`src/rtl/ssc_pkg.sv`:
```
// Shared definitions for the spread-spectrum correlator sweep sequencer.
// Holds the channel register map, the FSM state enum and the bus bundle.
package ssc_pkg;

  localparam logic [31:0] REG_GLOBAL_RUN = 32'h0000_0100;
  localparam logic [31:0] REG_F_ADD      = 32'h0000_0380;
  localparam logic [31:0] REG_F_PHASE    = 32'h0000_0384;
  localparam logic [31:0] REG_F_CTRL     = 32'h0000_038c;
  localparam logic [31:0] REG_C_FREQ     = 32'h0000_0580;
  localparam logic [31:0] REG_C_PHASE    = 32'h0000_0584;
  localparam logic [31:0] REG_PRN        = 32'h0000_058c;
  localparam logic [31:0] REG_COR_LO     = 32'h0000_0784;
  localparam logic [31:0] REG_COR_HI     = 32'h0000_0788;
  localparam logic [31:0] REG_COR_STAT   = 32'h0000_078c;

  localparam logic [3:0]  CFG_LAST = 4'd8;

  localparam logic [63:0] MAG_MIN = 64'h8000_0000_0000_0000;
  localparam logic [63:0] MAG_MAX = 64'h7fff_ffff_ffff_ffff;

  typedef enum logic [3:0] {
    S_IDLE,
    S_CFG,
    S_WAIT,
    S_RD_LO,
    S_RD_HI,
    S_CLR,
    S_EVAL,
    S_NEXT,
    S_DONE
  } ssc_state_e;

  typedef struct packed {
    logic        wr;
    logic        rd;
    logic [31:0] addr;
    logic [31:0] wdata;
  } bus_t;

  function automatic logic [63:0] sat_add64(
    input logic [63:0] a,
    input logic [63:0] b
  );
    logic [64:0] s;
    s = {1'b0, a} + {1'b0, b};
    return s[64] ? '1 : s[63:0];
  endfunction

endpackage

```
`src/rtl/ssc_mag_abs.sv`:
```
// Signed 64-bit correlation to unsigned magnitude, saturating the most
// negative value. Ports: val (signed in), mag (unsigned magnitude out).
module ssc_mag_abs
  import ssc_pkg::*;
(
  input  logic [63:0] val,
  output logic [63:0] mag
);

  always_comb begin
    mag = val;
    if (val == MAG_MIN) begin
      mag = MAG_MAX;
    end else if (val[63]) begin
      mag = -val;
    end
  end

endmodule

```
`src/rtl/ssc_sweep_ctrl.sv`:
```
// Sweep sequencer: programs each frequency bin, reads the correlation and
// keeps the max-magnitude bin. Ports: start/config in, busy/done/
// timeout_err/best_* out, addr/Wdata/write/read/Rdata/cseen channel bus.
// Optional macro SSC_DWELL_EN integrates DWELL events per bin.
module ssc_sweep_ctrl
  import ssc_pkg::*;
#(
  parameter int          NBINS_W = 8,
  parameter logic [31:0] TIMEOUT = 32'd1000000,
  parameter int          DWELL   = 4
) (
  input  logic               clk,
  input  logic               rst,
  input  logic               start,
  input  logic [31:0]        f_start,
  input  logic [31:0]        f_step,
  input  logic [NBINS_W-1:0] n_bins,
  input  logic [31:0]        chip_freq,
  input  logic [31:0]        prn_cfg,
  output logic               busy,
  output logic               done,
  output logic               timeout_err,
  output logic [NBINS_W-1:0] best_bin,
  output logic [63:0]        best_mag,
  output logic [31:0]        addr,
  output logic [31:0]        Wdata,
  output logic               write,
  output logic               read,
  input  logic [31:0]        Rdata,
  input  logic               cseen
);

`ifdef SSC_DWELL_EN
  localparam int EV_N = DWELL;
`else
  localparam int EV_N = 1;
`endif
  localparam int EV_W = $clog2(DWELL + 1);
  localparam logic [EV_W-1:0] EV_LAST = EV_W'(EV_N - 1);

  ssc_state_e         state_q, state_d;
  logic [3:0]         widx_q, widx_d;
  logic               clr_ph_q, clr_ph_d;
  logic [31:0]        timer_q, timer_d;
  logic [NBINS_W-1:0] bin_q, bin_d;
  logic [NBINS_W-1:0] n_last_q, n_last_d;
  logic [31:0]        freq_q, freq_d;
  logic [31:0]        step_q, step_d;
  logic [31:0]        chip_q, chip_d;
  logic [31:0]        prn_q, prn_d;
  logic [31:0]        lo_q, lo_d;
  logic [31:0]        hi_q, hi_d;
  logic [63:0]        acc_q, acc_d;
  logic [EV_W-1:0]    ev_q, ev_d;
  logic [NBINS_W-1:0] best_bin_q, best_bin_d;
  logic [63:0]        best_mag_q, best_mag_d;
  logic               terr_q, terr_d;
  bus_t               bus_q, bus_d;
  logic [63:0]        mag;

  ssc_mag_abs u_mag (
    .val (({hi_q, lo_q})),
    .mag (mag)
  );

  always_ff @(posedge clk or posedge rst) begin
    if (rst) begin
      state_q    <= S_IDLE;
      widx_q     <= '0;
      clr_ph_q   <= 1'b0;
      timer_q    <= '0;
      bin_q      <= '0;
      n_last_q   <= '0;
      freq_q     <= '0;
      step_q     <= '0;
      chip_q     <= '0;
      prn_q      <= '0;
      lo_q       <= '0;
      hi_q       <= '0;
      acc_q      <= '0;
      ev_q       <= '0;
      best_bin_q <= '0;
      best_mag_q <= '0;
      terr_q     <= 1'b0;
      bus_q      <= '0;
    end else begin
      state_q    <= state_d;
      widx_q     <= widx_d;
      clr_ph_q   <= clr_ph_d;
      timer_q    <= timer_d;
      bin_q      <= bin_d;
      n_last_q   <= n_last_d;
      freq_q     <= freq_d;
      step_q     <= step_d;
      chip_q     <= chip_d;
      prn_q      <= prn_d;
      lo_q       <= lo_d;
      hi_q       <= hi_d;
      acc_q      <= acc_d;
      ev_q       <= ev_d;
      best_bin_q <= best_bin_d;
      best_mag_q <= best_mag_d;
      terr_q     <= terr_d;
      bus_q      <= bus_d;
    end
  end

  always_comb begin
    state_d    = state_q;
    widx_d     = widx_q;
    clr_ph_d   = clr_ph_q;
    timer_d    = timer_q;
    bin_d      = bin_q;
    n_last_d   = n_last_q;
    freq_d     = freq_q;
    step_d     = step_q;
    chip_d     = chip_q;
    prn_d      = prn_q;
    lo_d       = lo_q;
    hi_d       = hi_q;
    acc_d      = acc_q;
    ev_d       = ev_q;
    best_bin_d = best_bin_q;
    best_mag_d = best_mag_q;
    terr_d     = terr_q;
    unique case (state_q)
      S_IDLE: begin
        if (start) begin
          freq_d     = f_start;
          step_d     = f_step;
          chip_d     = chip_freq;
          prn_d      = prn_cfg;
          n_last_d   = (n_bins == '0) ? '0 : n_bins - 1'b1;
          bin_d      = '0;
          best_bin_d = '0;
          best_mag_d = '0;
          terr_d     = 1'b0;
          widx_d     = '0;
          acc_d      = '0;
          ev_d       = '0;
          state_d    = S_CFG;
        end
      end
      S_CFG: begin
        if (widx_q == CFG_LAST) begin
          timer_d = '0;
          state_d = S_WAIT;
        end else begin
          widx_d = widx_q + 4'd1;
        end
      end
      S_WAIT: begin
        if (cseen) begin
          state_d = S_RD_LO;
        end else if (timer_q == TIMEOUT - 32'd1) begin
          terr_d  = 1'b1;
          state_d = S_DONE;
        end else begin
          timer_d = timer_q + 32'd1;
        end
      end
      S_RD_LO: begin
        lo_d    = Rdata;
        state_d = S_RD_HI;
      end
      S_RD_HI: begin
        hi_d     = Rdata;
        clr_ph_d = 1'b0;
        state_d  = S_CLR;
      end
      S_CLR: begin
        if (!clr_ph_q) begin
          // {hi,lo} is complete here; fold this event into the bin sum
          acc_d    = sat_add64(acc_q, mag);
          clr_ph_d = 1'b1;
        end else if (ev_q == EV_LAST) begin
          state_d = S_EVAL;
        end else begin
          ev_d    = ev_q + 1'b1;
          timer_d = '0;
          state_d = S_WAIT;
        end
      end
      S_EVAL: begin
        if (acc_q > best_mag_q) begin
          best_mag_d = acc_q;
          best_bin_d = bin_q;
        end
        state_d = S_NEXT;
      end
      S_NEXT: begin
        if (bin_q == n_last_q) begin
          state_d = S_DONE;
        end else begin
          bin_d   = bin_q + 1'b1;
          freq_d  = freq_q + step_q;
          widx_d  = '0;
          acc_d   = '0;
          ev_d    = '0;
          state_d = S_CFG;
        end
      end
      S_DONE: state_d = S_IDLE;
      default: state_d = S_IDLE;
    endcase
  end

  // Bus is registered: the access for a state is prepared on entry so the
  // strobe is high for exactly the cycles spent in that state.
  always_comb begin
    busy  = (state_q != S_IDLE);
    done  = (state_q == S_DONE);
    bus_d = '0;
    unique case (state_d)
      S_CFG: begin
        bus_d.wr = 1'b1;
        unique case (widx_d)
          4'd0: bus_d.addr = REG_GLOBAL_RUN;
          4'd1: begin
            bus_d.addr  = REG_F_ADD;
            bus_d.wdata = freq_d;
          end
          4'd2: bus_d.addr = REG_F_PHASE;
          4'd3: begin
            bus_d.addr  = REG_C_FREQ;
            bus_d.wdata = chip_d;
          end
          4'd4: bus_d.addr = REG_C_PHASE;
          4'd5: begin
            bus_d.addr  = REG_PRN;
            bus_d.wdata = prn_d;
          end
          4'd6: bus_d.addr = REG_COR_STAT;
          4'd7: begin
            bus_d.addr  = REG_F_CTRL;
            bus_d.wdata = 32'd1;
          end
          4'd8: begin
            bus_d.addr  = REG_GLOBAL_RUN;
            bus_d.wdata = 32'd1;
          end
          default: bus_d = '0;
        endcase
      end
      S_RD_LO: begin
        bus_d.rd   = 1'b1;
        bus_d.addr = REG_COR_LO;
      end
      S_RD_HI: begin
        bus_d.rd   = 1'b1;
        bus_d.addr = REG_COR_HI;
      end
      S_CLR: begin
        bus_d.wr   = clr_ph_d;
        bus_d.rd   = !clr_ph_d;
        bus_d.addr = REG_COR_STAT;
      end
      // every sweep end, normal or aborted, stops the channel
      S_DONE: begin
        bus_d.wr   = 1'b1;
        bus_d.addr = REG_GLOBAL_RUN;
      end
      default: bus_d = '0;
    endcase
  end

  assign timeout_err = terr_q;
  assign best_bin    = best_bin_q;
  assign best_mag    = best_mag_q;
  assign addr        = bus_q.addr;
  assign Wdata       = bus_q.wdata;
  assign write       = bus_q.wr;
  assign read        = bus_q.rd;

endmodule

```
`config.mk`:
```
export PLATFORM = sky130hd
export DESIGN_NAME = ssc_sweep_ctrl
export DESIGN_NICKNAME = d
export VERILOG_FILES = /design/src/rtl/ssc_pkg.sv /design/src/rtl/ssc_mag_abs.sv /design/src/rtl/ssc_sweep_ctrl.sv
export SDC_FILE = /design/constraint.sdc
export NUM_CORES = 2
export LEC_CHECK = 0
export CAP_MARGIN = 0
export CORE_MARGIN = 1.5
export CORE_UTILIZATION = 30
export CTS_CLUSTER_DIAMETER = 120
export DETAILED_ROUTE_END_ITERATION = 16
export DONT_BUFFER_PORTS = 1
export RECOVER_POWER = 25
export SLEW_MARGIN = 20
export SYNTH_ARGS = -nofsm -noshare
export SYNTH_HDL_FRONTEND = slang
export SYNTH_SLANG_ARGS = --single-unit
```
`constraint.sdc`:
```
create_clock -name clk -period 16.55 [get_ports clk]
set_clock_uncertainty 0.1 [all_clocks]
set_input_delay 3.31 -clock clk [delete_from_list [all_inputs] [get_ports clk]]
set_output_delay 3.31 -clock clk [all_outputs]
set_load 0.02 [all_outputs]
```
Word-level counts from Yosys, hierarchy flattened
Index checks and enable logic that the tools add are counted.
{ "classes": {"mux": 57, "eq_ne": 35, "n_lt_le_gt_ge": 1, "n_reduce_logical": 22, "n_addsub": 8} }
{ "ops": {"columns": ["op", "count"], "rows": [
  ["$mux 64", 7],
  ["$mux 32", 12],
  ["$pmux 64 s3", 1],
  ["$pmux 32 s5", 1],
  ["$pmux 32 s4", 1],
  ["$pmux 64 s2", 1],
  ["$pmux 32 s3", 1],
  ["$pmux 11 s8", 1],
  ["$add 64x64->65", 1],
  ["$eq 64x64->1 const B", 1],
  ["$gt 64x64->1", 1],
  ["$neg 64->64", 1],
  ["$pmux 32 s2", 1],
  ["$eq 4x3->1 const B", 10],
  ["$mux 4", 9],
  ["$add 32x1->32 const B", 1],
  ["$add 32x32->32", 1],
  ["$eq 32x20->1 const B", 1],
  ["$mux 8", 4],
  ["$pmux 4 s8", 1],
  ["$pmux 8 s2", 2],
  ["$eq 4x2->1 const B", 5],
  ["$ne 2x2->1 const B", 10],
  ["$eq 4x4->1 const B", 4],
  ["27 further kinds", 45]
]} }
{ "word_totals": {"input_bits": 172, "ff_bits": 455, "elab_cells": 144, "out_inout_bits": 141} }

Logic depth before layout (Yosys ltp)
{ "logic_depth": {"ltp_word": 7, "mapped_depth": 28, "ltp_nobuf": 25} }

By module
From an unflattened synthesis, not the netlist that was laid out.
{ "unflattened": {"cells_unflattened": 3026, "area_unflattened_um2": 26670.6} }
{ "by_module_without_submodules": {"columns": ["mod", "seq_area_each_um2", "area_per_inst_um2", "cells_per_inst", "instances"], "rows": [
  ["ssc_sweep_ctrl", 10735.3, 24858.8, 2735, 1],
  ["ssc_mag_abs", 0.0, 1811.7, 291, 1]
]} }

Least setup slack after synthesis
OpenSTA, ideal clock, no wires.
{ "synth_timing": {"path_kind": "reg-to-reg", "start": "reg lo_q[30]", "end": "reg acc_q[52]", "setup_ps": 141, "n_path_buf": 2, "period_less_slack_ps": 5815, "arrival_time_ps": 5574, "stages_incl_launch_ff": 25, "setup_slack_ps": 10735, "required_time_ps": 16309, "cell_sequence": "dfrtp_1 -> or3_4 -> or4_4 -> or4b_4 -> or3_1 -> buf_6 -> nand3b_4 -> nor3_2 -> nand2_1 -> buf_4 -> nand2_1 -> ha_1 -> inv_1 -> fa_1 -> nand2b_1 -> a21oi_1 -> o211ai_1 -> o211ai_1 -> a31oi_1 -> o31ai_1 -> a41oi_1 -> o21ai_0 -> a221o_1 -> xnor2_1 -> a31oi_1"} }
{ "synth_between": {"elab_chain_len": 7, "elab_cells_between_ends": 8, "classes_between": "add/sub: 2; eq/ne: 1; mux: 5"} }
{ "synth_lines": {"columns": ["element", "line_no", "source"], "rows": [
  ["start: declaration", "ssc_sweep_ctrl.sv:51", "logic [31:0] lo_q, lo_d;"],
  ["start signal: assignment", "ssc_sweep_ctrl.sv:97", "lo_q <= lo_d;"],
  ["$neg 64->64", "ssc_mag_abs.sv:15", "mag = -val;"],
  ["$mux 64", "ssc_mag_abs.sv:14", "end else if (val[63]) begin"],
  ["$mux 64 *", "ssc_mag_abs.sv:12", "if (val == MAG_MIN) begin"],
  ["$add 64x64->65 *", "ssc_pkg.sv:45", "s = {1'b0, a} + {1'b0, b};"],
  ["$mux 64 *", "ssc_pkg.sv:46", "return s[64] ? '1 : s[63:0];"],
  ["$mux 64 *", "ssc_sweep_ctrl.sv:172", "if (!clr_ph_q) begin"],
  ["$pmux 64 s3 *", "ssc_sweep_ctrl.sv:126", "unique case (state_q)"],
  ["end signal: assignment", "ssc_sweep_ctrl.sv:80", "acc_q <= '0;"],
  ["end signal: assignment", "ssc_sweep_ctrl.sv:99", "acc_q <= acc_d;"],
  ["end: declaration", "ssc_sweep_ctrl.sv:53", "logic [63:0] acc_q, acc_d;"]
]} }
Mark *: on every way between the ends. The rest lies on a longest branch, timed or not. The select of a mux whose other input is x is not followed.
A chain may end at the register's enable or synchronous reset.

==> results_dict.tcl <==
set metrics [dict create \
    r2r_start "lo_q[0]$_DFFE_PP0P_" \
    syn2layout_area_growth_pct 10.5 \
    wl_per_cell_microns 19.9 \
    rsz0062_at_grt "no" \
    routed_wl_mm 81.6 \
    syn_area_sq_mm 0.0264 \
    root_buffer "clkbuf_16" \
    ys_top_cells_by_area "dfrtp_1 41%, ha_1 8.1%, nand2_1 7.6%, mux2_2 4.6%, a21oi_1 4.4%" \
    synthCells 2974 \
    vias 21300 \
    highest_layer "met4" \
    r2r-end "acc_q[52]$_DFFE_PP0P_" \
    ant_nets 0 \
    synth.most_common_cell "nand2_1" \
    drc 0 \
    yosysTopAreaCell "dfrtp_1" \
    cts_setup_buffers 0 \
    grt_pass1_vias 20600 \
    initial_core_util 0.303 \
    vias_per_cell 5.19 \
    fin_crit_ps 9150 \
    start_kind "primary input" \
    synth.top_cell.area_share 0.407 \
    antenna_found_initial 8 \
    numCtsBuffers 48 \
    grt_pass1_wl_mm 125 \
    required_ps 17050 \
    clkLatencyLatePin_ps 600 \
    violations "capacitance limit, slew limit" \
    vdd_drop_max_v 0.0000912 \
    synthAdderAreaFrac 0.0821 \
    setup_viol 0 \
    grt_max_degree 109 \
    synth_xor_xnor_area_share 0.0584 \
    dr.first_iter.drc_count 1629 \
    synth_top_family_by_area "simple AND/OR/NAND/NOR gates" \
    hold_viol 0 \
    grt_overflow 0 \
    m1WireLength_mm 36.4 \
    worst_slew_pin_slew_ps 4940 \
    max_freq_mhz 109 \
    place.detailed.hpwl_mm 61.5 \
    tns_ps 0 \
    coreArea_sq_mm 0.0870 \
    ys_seq_area_frac 0.407 \
    synthFlopType "dfrtp_1" \
    dieWidth_microns 300 \
    status "finished, violations left" \
    synthSimpleGateAreaFrac 0.180 \
    portBuffers 0 \
    fin_crit_sh 0.553 \
    nets 3252 \
    async_flop_share 1.00 \
    dieArea_sq_mm 0.0898 \
    post_cts_resized 0 \
    die_h_microns 300 \
    row_count 108 \
    synthMuxAreaShare 0.0605 \
    crit_fanout 108 \
    leakage_nw 13.4 \
    drt-pass1-iter-count 7 \
    tritoncts "done" \
    whs_ps 371 \
    ys_seq_elements 429 \
    synth.distinct_cells 85 \
    finish.utilization 0.335 \
    slew_headroom -2.31 \
    critPathCaptureType "asynchronous set/reset pin" \
    avgSynthCellArea_sq_um 8.88 \
    drive_above_1_share 0.0885 \
    crit_start "rst" \
    met2_length_mm 36.9 \
    clk_pin_slew_worst_paths_ps 60 \
    critPathCapture "step_q[6]$_DFFE_PP0P_" \
    synth_common_cells "534 x nand2_1, 429 x dfrtp_1, 234 x a21oi_1" \
    synth_compound_area_frac 0.165 \
    drv_cap 6 \
    ys_warn_count 0 \
    hold_path_class "flop to flop" \
    reg2reg_depth 26 \
    power.total_w 0.00702 \
    dpl-instance-area_sq_mm 0.0275 \
    ioPinCount 313 \
    critical_path_class "primary input to asynchronous set/reset pin" \
    arrival_ps 9650 \
    clk_path_buf_depth 3 \
    clkSinkCount 429 \
    synth-edff-count 0 \
    track_usage 0.179 \
    final_area_sq_mm 0.0292 \
    final_max_slew_viol_count 411 \
    powerDensity_mw_per_mm2 241 \
    met3_length_mm 6.51 \
    cts_hold_buffers 0 \
    gp_congestion 0.918 \
    ff2ff_setup_slack_ps 9290 \
    htree_levels 2 \
]
[registers in the layout, indices dropped and copies added (netlist names)]
register and flops:
Wdata 32, acc_q 64, addr 6, best_bin 8, best_mag 64, bin_q 8, chip_q 32, clr_ph_q 1
ev_q 3, freq_q 32, hi_q 32, lo_q 32, n_last_q 8, prn_q 32, read 1, state_q 4
step_q 32, timeout_err 1, timer_q 32, widx_q 4, write 1
[worst min path at each step]
stage,from,to,slack (ps),cells after the start
floorplan,prn_q[24]$_DFF_PP0_,prn_q[24]$_DFF_PP0_,330,2
CTS,prn_q[19]$_DFF_PP0_,prn_q[19]$_DFF_PP0_,370,2
detailed placement,prn_q[29]$_DFF_PP0_,prn_q[29]$_DFF_PP0_,360,2
global placement,prn_q[24]$_DFF_PP0_,prn_q[24]$_DFF_PP0_,350,2
global route,chip_q[24]$_DFF_PP0_,chip_q[24]$_DFF_PP0_,390,2
finish,chip_q[8]$_DFF_PP0_,chip_q[8]$_DFF_PP0_,370,2
[logic make-up after synthesis]
kind of cell,after synthesis
multiplexers,144
AO/OA/AOI/OAI,700
XOR/XNOR,176
other,1
AND/OR/NAND/NOR,1053
adder cells (fa/ha/maj),172
buffers and inverters,299
flip-flops,429
[worst max-delay path, stage by stage]
cell,delay [ps]
clkinvlp_2,2700
clkbuf_1,2500
buf_4,1010
[stage by stage]
stage	std cells	setup WS (ps)
2_1_floorplan	2999	1190
3_3_place_gp	4013	9460
3_5_place_dp	4013	9300
4_1_cts	4103	9280
5_1_grt	4110	5910
6_report	4111	7400
[metal layers]
| layer | vias up | track usage |
|---|---|---|
| li1 | 10300 | - |
| met1 | 10400 | 0.240 |
| met2 | 523 | 0.279 |
| met3 | 102 | 0.0524 |
| met4 | 0 | 0.0491 |
| met5 | - | 0 |
[layout by cell type (no fill, tap or decap), types with 21 or more instances in the layout]
cell         n
a21o_1      55
dfrtp_1    428
o31ai_1     23
a21oi_1    233
a22oi_1     21
a31oi_1     68
mux2_2     109
ha_1       170
nor2_1     211
xor2_1     119
clkbuf_16   50
and3_1      23
nand4_1     50
buf_4       22
inv_1      129
nor3_1      43
conb_1      26
o21ai_0    140
xnor2_1     57
o211ai_1    22
nand2_1    534
nand3_1     52
[report_power, final]
group | switching [W] | total [W] | leakage, nW | internal (W)
registers | 0.000474 | 0.00191 | 5.55 | 0.00143
clock network | 0.000476 | 0.00119 | 0.851 | 0.000711
logic | 0.00243 | 0.00393 | 7.00 | 0.00150
[cell type report]
class | instances | area [sq um]
clock inverter | 24 | 319
antenna | 8 | 20.0
multi-input combinational | 2271 | 14600
inverter | 131 | 493
fill | 8995 | 57900
timing repair buffer | 27 | 184
tap | 1155 | 1450
clock buffer | 66 | 1420
sequential | 429 | 10700
(Power assumes the default switching activity.)
